$ cat config.mk
export PLATFORM = sky130hd
export DESIGN_NAME = multiword_adder_ctrl
export DESIGN_NICKNAME = d
export VERILOG_FILES = /design/src/rtl/multiword_adder_pkg.sv /design/src/rtl/multiword_adder_ctrl_slice.sv /design/src/rtl/multiword_adder_ctrl.sv
export SDC_FILE = /design/constraint.sdc
export NUM_CORES = 1
export LEC_CHECK = 0
export BUFFER_PORTS_ARGS = -buffer_cell sky130_fd_sc_hd__buf_2
export CORE_ASPECT_RATIO = 2
export CORE_MARGIN = 10
export CORE_UTILIZATION = 35
export CTS_CLUSTER_DIAMETER = 100
export DETAILED_ROUTE_END_ITERATION = 8
export SLEW_MARGIN = 20
export SYNTH_ARGS = -nofsm -noshare
export SYNTH_HDL_FRONTEND = slang
export SYNTH_SLANG_ARGS = --single-unit
$ cat constraint.sdc
create_clock -name clk -period 6.2 [get_ports clk]
set_input_delay 1.86 -clock clk [delete_from_list [all_inputs] [get_ports clk]]
set_output_delay 1.86 -clock clk [all_outputs]
set_load 0.02 [all_outputs]
$ cat src/rtl/multiword_adder_pkg.sv
// Shared definitions for the nibble-serial multiword adder.
// Contents: the controller state encoding and the width of the adder slice.
package multiword_adder_pkg;

  localparam int unsigned NIBBLE_W = 4;

  typedef enum logic [1:0] {
    IDLE = 2'd0,
    RUN  = 2'd1,
    DONE = 2'd2
  } state_e;

endpackage : multiword_adder_pkg

$ cat src/rtl/multiword_adder_ctrl_slice.sv
// 4-bit ripple-carry adder slice, purely combinational.
// Ports:
//   A, B  - nibble operands
//   Cin   - carry into bit 0
//   Sum   - A + B + Cin, low nibble
//   Cout  - carry out of bit 3
module multiword_adder_ctrl_slice
  import multiword_adder_pkg::*;
(
  input  logic [NIBBLE_W-1:0] A,
  input  logic [NIBBLE_W-1:0] B,
  input  logic                Cin,
  output logic [NIBBLE_W-1:0] Sum,
  output logic                Cout
);

  logic carry;

  // Carry ripples bit by bit through a single procedural chain.
  always_comb begin
    carry = Cin;
    Sum   = '0;
    for (int i = 0; i < int'(NIBBLE_W); i++) begin
      Sum[i] = A[i] ^ B[i] ^ carry;
      carry  = (A[i] & B[i]) | (carry & (A[i] ^ B[i]));
    end
    Cout = carry;
  end

endmodule : multiword_adder_ctrl_slice

$ cat src/rtl/multiword_adder_ctrl.sv
// Sequential WIDTH-bit adder that reuses one 4-bit slice per nibble, LSB first,
// with the carry held in a register between passes.
// Ports:
//   clk, rst_n          - clock, asynchronous active-low reset
//   in_valid/in_ready   - operand handshake (in_ready decoded from state)
//   A, B, Cin           - operands, captured on acceptance
//   out_valid/out_ready - result handshake
//   Sum, Cout           - registered result, stable while out_valid is high
module multiword_adder_ctrl
  import multiword_adder_pkg::*;
#(
  parameter int unsigned WIDTH = 16
) (
  input  logic             clk,
  input  logic             rst_n,
  input  logic             in_valid,
  output logic             in_ready,
  input  logic [WIDTH-1:0] A,
  input  logic [WIDTH-1:0] B,
  input  logic             Cin,
  output logic             out_valid,
  input  logic             out_ready,
  output logic [WIDTH-1:0] Sum,
  output logic             Cout
);

  localparam int unsigned NIB   = WIDTH / NIBBLE_W;
  localparam int unsigned IDX_W = (NIB > 1) ? $clog2(NIB) : 1;
  localparam logic [IDX_W-1:0] LAST_IDX = IDX_W'(NIB - 1);

  state_e           state_q, state_d;
  logic [WIDTH-1:0] a_q, a_d, b_q, b_d, sum_q, sum_d;
  logic [IDX_W-1:0] idx_q, idx_d;
  logic             carry_q, carry_d;
  logic             cout_q, cout_d;
  logic             out_valid_q, out_valid_d;

  logic [WIDTH-1:0]    a_sh, b_sh;
  logic [NIBBLE_W-1:0] slice_sum;
  logic                slice_cout;

  // Nibble select: shift by idx*4 so the current nibble lands in the low bits.
  assign a_sh = a_q >> {idx_q, 2'b00};
  assign b_sh = b_q >> {idx_q, 2'b00};

  multiword_adder_ctrl_slice u_slice (
    .A    (a_sh[NIBBLE_W-1:0]),
    .B    (b_sh[NIBBLE_W-1:0]),
    .Cin  (carry_q),
    .Sum  (slice_sum),
    .Cout (slice_cout)
  );

  // Next-state and datapath update.
  always_comb begin
    state_d     = state_q;
    a_d         = a_q;
    b_d         = b_q;
    sum_d       = sum_q;
    idx_d       = idx_q;
    carry_d     = carry_q;
    cout_d      = cout_q;
    out_valid_d = 1'b0;
    case (state_q)
      IDLE: begin
        if (in_valid) begin
          a_d     = A;
          b_d     = B;
          carry_d = Cin;
          sum_d   = '0;
          idx_d   = '0;
          cout_d  = 1'b0;
          state_d = RUN;
        end
      end
      RUN: begin
        // Sum was cleared on accept, so OR-ing the nibble in is a write.
        sum_d   = sum_q | (WIDTH'(slice_sum) << {idx_q, 2'b00});
        carry_d = slice_cout;
        idx_d   = idx_q + IDX_W'(1);
        if (idx_q == LAST_IDX) begin
          idx_d       = '0;
          cout_d      = slice_cout;
          out_valid_d = 1'b1;
          state_d     = DONE;
        end
      end
      DONE: begin
        if (out_ready) begin
          state_d = IDLE;
        end else begin
          out_valid_d = 1'b1;
        end
      end
      default: state_d = IDLE;
    endcase
  end

  // State and datapath registers.
  always_ff @(posedge clk or negedge rst_n) begin
    if (!rst_n) begin
      state_q     <= IDLE;
      a_q         <= '0;
      b_q         <= '0;
      sum_q       <= '0;
      idx_q       <= '0;
      carry_q     <= 1'b0;
      cout_q      <= 1'b0;
      out_valid_q <= 1'b0;
    end else begin
      state_q     <= state_d;
      a_q         <= a_d;
      b_q         <= b_d;
      sum_q       <= sum_d;
      idx_q       <= idx_d;
      carry_q     <= carry_d;
      cout_q      <= cout_d;
      out_valid_q <= out_valid_d;
    end
  end

  assign in_ready  = (state_q == IDLE);
  assign out_valid = out_valid_q;
  assign Sum       = sum_q;
  assign Cout      = cout_q;

endmodule : multiword_adder_ctrl

* After elaboration in Yosys (flattened, before gate mapping)
Index checks and enable logic that the tools add are counted.
W data, S select, Z words.
** Word-level totals
- Register bits :: 55
- Input port bits :: 37
- Output and inout bits :: 19
- Logic and storage cells :: 62
** Cells by class
- Add/sub/neg operators :: 1
- Equality and inequality tests :: 6
- Shift-type cells :: 3
- Muxes and demuxes :: 17
- Bitwise operators :: 21
- Reductions and logical operators :: 6
** Operators with widths (count)
- $pmux W16 S2 :: 1
- $shr A16 B4 Y4 :: 2
- $mux W16 :: 1
- $or A16 B16 Y16 :: 1
- $shl A4 B4 Y16 :: 1
- $mux W2 :: 5
- $and A1 B1 Y1 :: 8
- $xor A1 B1 Y1 :: 8
- $ne A2 B2 Y1 const B :: 3
- $pmux W1 S2 :: 3
- $pmux W2 S3 :: 1
- $reduce_and A3 Y1 :: 2
- $mux W1 :: 5
- $eq A2 B2 Y1 const B :: 2
- $or A1 B1 Y1 :: 4
- $pmux W2 S2 :: 1
- $reduce_and A2 Y1 :: 2
- $add A2 B1 Y2 const B :: 1
- $eq A2 B1 Y1 const B :: 1
- $logic_not A2 Y1 :: 1
- $reduce_bool A2 Y1 :: 1

* Depth between registers and ports, before layout
- Depth after elaboration :: 12
- Mapped depth :: 10
- Gate-level depth less buffers :: 8

* Hierarchy
From an unflattened synthesis, not the netlist that was laid out.
** Unflattened totals
- Cells, all modules :: 196
- Area, all modules :: 2591.2 µm²
** Modules (own cells, without submodules)
- multiword_adder_ctrl :: times used 1, cells an instance 182, area each 2473.6 µm², sequential area each 1376.3 µm²
- multiword_adder_ctrl_slice :: times used 1, cells an instance 14, area each 117.6 µm², sequential area each 0.0 µm²

* Worst setup path before layout
Ideal clock, no wire load.
- Kind :: register to register
- From :: reg idx_q[0]
- To :: reg carry_q
- Setup time :: 124 ps
- Arrival :: 3104 ps
- Required time :: 6076 ps
- Slack :: 2972 ps
- Stages on the path, launching flop included :: 10
- Buffers on the path :: 2
- Clock period less this slack :: 3228 ps
- Cells stage by stage :: dfrtp_1 > buf_4 > clkbuf_8 > mux4_1 > fa_1 > fa_1 > fa_1 > fa_1 > and3_1 > a211o_1
** Between the ends
- Longest elaborated chain between the ends :: 11
- Elaborated cells between the ends (all ways) :: 19
- Classes of those cells :: 2 x shift; 1 x mux; 16 x bitwise
** Ends and longest elaborated chain
- from (decl) :: RTL line multiword_adder_ctrl.sv:33 : logic [IDX_W-1:0] idx_q, idx_d;
- from (signal assigned) :: RTL line multiword_adder_ctrl.sv:115 : idx_q <= idx_d;
- $shr A16 B4 Y4, on equally long branches :: RTL line multiword_adder_ctrl.sv:43, multiword_adder_ctrl.sv:44
- $xor A1 B1 Y1 :: RTL line multiword_adder_ctrl_slice.sv:25 : carry = (A[i] & B[i]) | (carry & (A[i] ^ B[i]));
- $and A1 B1 Y1 :: RTL line multiword_adder_ctrl_slice.sv:25
- $or A1 B1 Y1 :: RTL line multiword_adder_ctrl_slice.sv:25
- $and A1 B1 Y1 :: RTL line multiword_adder_ctrl_slice.sv:25
- $or A1 B1 Y1 :: RTL line multiword_adder_ctrl_slice.sv:25
- $and A1 B1 Y1 :: RTL line multiword_adder_ctrl_slice.sv:25
- $or A1 B1 Y1 :: RTL line multiword_adder_ctrl_slice.sv:25
- $and A1 B1 Y1 :: RTL line multiword_adder_ctrl_slice.sv:25
- $or A1 B1 Y1 (*) :: RTL line multiword_adder_ctrl_slice.sv:25
- $pmux W1 S2 (*) :: RTL line multiword_adder_ctrl.sv:64 : case (state_q)
- to (signal assigned) :: RTL line multiword_adder_ctrl.sv:116 : carry_q <= carry_d;
- to (decl) :: RTL line multiword_adder_ctrl.sv:34 : logic carry_q, carry_d;
Every way passes the cells marked *; elsewhere a longest branch is shown, timed or not.
A chain may end at the register's enable or synchronous reset.

* Worst setup path in the final report
Ends and elaborated chain as after synthesis.

==> results.toml <==
[timing]
setup_tns_ns = 0
clock_skew_ns = 0.00695
finalSetupViolations = 0
rsz0062_at_grt = "false"
min_period_over_period_pct = 56.5
period_minus_slack_ns = 3.51
worst_pin_slew_ns = 0.720
drv_slew = 0
max_freq_ghz = 0.285
finalHoldViolations = 0
slew_headroom_pct = 51.8
hold_ws_ns = 0.474

[grt]
grt_antenna_before_repair = 0
grt_overflow_total = 0
grt_pass1_vias = 1788
grt_pass1_wl_mm = 9.02
grt_usage_pct = 10.4
grt_max_degree = 56

[yosys]
ys_seq_area_share_pct = 54.2
synth_flop_cell = "dfrtp_1"
syn_inst = 181
synth.most_common_cell = "dfrtp_1"
postSynthAreaPerCell_um2 = 14.0
ys_async_sr_fraction_pct = 100
yosys.area.top_type_share_pct = 54.2
synth_seq_cells = 55
syn-cell-area_um2 = 2540
synth_area_leaders = "dfrtp_1, mux2_2, mux4_1, nand2_1, fa_1"
yosysWarningCount = 0
yosys.area.top_type = "dfrtp_1"
synth_cell_types = 29
synth.net_count = 226
synth_edf_count = 0
yosys-top-cells-count = "dfrtp_1, mux2_2, nand2_1"

[pwr]
leakagePower_uw = 0.00142
totalPowerFinal_uw = 1730
power.density_nw_per_um2 = 570
worst_ir_drop_vdd_mv = 0.246

[placement]
hpwl_mm = 4.25
place.gp.congestion = 0.801
place.port_buffers = 55

[route]
drc = 0
drt_iter0_markers = 41
dr.max_layer_used = "met4"
viasPerCell = 4.92
wl_met1_mm = 1.88
ant_nets = 0
route.met2.wl_mm = 3.11
routedWlPerCell_um = 16.9
wl_met3_um = 296
drtPass1Iterations = 4
wirelength_mm = 5.51
dr_total_vias = 1599

[clock_network]
cts_buffers = 5
clk_latency_ns = 0.30
clock_sinks = 55
cts_resized = 0
root_buffer = "clkbuf_16"
cts_hold_buf = 0
postCtsSetupBuffers = 0
cts_tree = "yes"
path_clk_slew_ns = 0.07
max-clock-path-buffers = 2
cts_max_level = 2

[floorplanning]
fp.dieH_um = 140
start_util_pct = 36.3
ios = 56
row_count = 43
fp.dieW_um = 80.2
core_um2 = 6990
die-area_um2 = 11300

[worst_setup_path]
critical_path.most_common_cell = "fa_1"
path_class = "reg2reg"
worstPathArrival_ns = 3.69
rr_startpoint = "idx_q[0]$_DFFE_PN0P_"
critPathTopFamily = "adder cells"
critPathMaxFanout = 15
crit_chain = "mux4_1, fa_1, fa_1, fa_1, fa_1, and3_1, a211o_1"
max_stage_delay_ns = 0.72
cp.required_ns = 6.38
crit_buf_inv = 0
cp_slowest_cell = "dfrtp_1"
cp-end-kind = "flop"
crit_start = "idx_q[0]$_DFFE_PN0P_"
critPathLaunchType = "flop"

[final_layout]
drive_above_1_share_pct = 43.8
final_util_pct = 43.3
areaGrowthSynthToFinish_pct = 19.4
antenna-diode-count = 0
fill_cells = 701
fin_nets = 280

[flow_run]
maxCapViolCount = 0

[hold_path]
hp-class = "reg2reg"
hold_start = "Sum[2]$_DFFE_PN0P_"

[run_status]
status = "finished clean"
tightest hold or removal path, stage by stage, from the launching register on:
cell     delay [ns]
dfrtp_1        0.34
nand2_1        0.06
o21ai_2        0.04
layout make-up:
type	count	area, um2	share of cell area, %
well taps	90	113	3.71
multi-input cells	113	1080	35.6
clock buffers	5	125	4.13
inverters	3	11.3	0.371
repair buffers	57	290	9.57
clock inverters	2	37.5	1.24
flip-flops and latches	55	1380	45.4
kinds of logic (layout without fill, tap and decap cells):
| family | after synthesis | after routing | synth area share (%) |
|---|---|---|---|
| mux | 43 | 43 | 23.8 |
| buf+inv | 13 | 67 | 3.30 |
| simple gates | 38 | 38 | 7.34 |
| fa+ha+maj | 8 | 8 | 5.13 |
| flops | 55 | 55 | 54.2 |
| compound gates | 24 | 24 | 6.26 |
metrics by stage:
step	instance area, um2	worst slack (ns)	std cells
floorplan	2540	2.97	181
global placement	2870	2.76	318
detailed placement	2870	2.67	318
CTS	3030	2.66	325
global route	3030	2.50	325
finish	3030	2.69	325
per-layer routing:
layer / GRT usage [%] / up-vias
li1: - / 756
met1: 9.78 / 787
met4: 6.25 / 0
met3: 2.95 / 11
met5: 0 / -
met2: 18.7 / 45
power by group:
| group | internal [uW] | switching [uW] | total [uW] |
|---|---|---|---|
| registers | 531 | 112 | 643 |
| logic | 358 | 413 | 771 |
| clock network | 188 | 126 | 314 |
| total | 1080 | 651 | 1730 |
cell usage in the layout, fill, tap and decap left out:
| cell type | instances |
|---|---|
| bufinv_16 | 1 |
| clkbuf_16 | 5 |
| nand3_1 | 2 |
| nor2b_1 | 4 |
| mux2i_1 | 1 |
| nand2b_1 | 2 |
| nor3_1 | 1 |
| ha_1 | 4 |
| nor2_1 | 1 |
| mux2_2 | 34 |
| a22o_1 | 1 |
| a21oi_1 | 2 |
| nor3b_1 | 1 |
| or3_4 | 1 |
| a211o_1 | 1 |
| nand3b_1 | 3 |
| o21ai_2 | 4 |
| nand2_1 | 22 |
| buf_4 | 2 |
| clkinvlp_4 | 1 |
| and3_1 | 1 |
| o21ai_0 | 12 |
| buf_2 | 55 |
| o32a_1 | 1 |
| a32o_1 | 2 |
| dfrtp_1 | 55 |
| inv_1 | 3 |
| mux4_1 | 8 |
| o22ai_1 | 1 |
| fa_1 | 4 |
path summary, 6_finish.rpt:
| path | to | slack (ns) | cells past startpoint |
|---|---|---|---|
| hold / removal | Sum[2]$_DFFE_PN0P_ | 0.47 | 2 |
| hold reg to reg | Sum[2]$_DFFE_PN0P_ | 0.47 | 2 |
| max in group asynchronous | b_q[1]$_DFFE_PN0P_ | 4.04 | 2 |
| setup / recovery | carry_q$_DFFE_PN0P_ | 2.69 | 7 |
| min in group asynchronous | out_valid$_DFF_PN0_ | 1.69 | 2 |
| setup reg to reg | carry_q$_DFFE_PN0P_ | 2.69 | 7 |
registers in the layout, indices dropped and copies added (netlist names):
signal / flops
a_q: 16
state_q: 2
Cout: 1
Sum: 16
idx_q: 2
out_valid: 1
carry_q: 1
b_q: 16
Note: power is estimated with default switching activity, not from simulation.
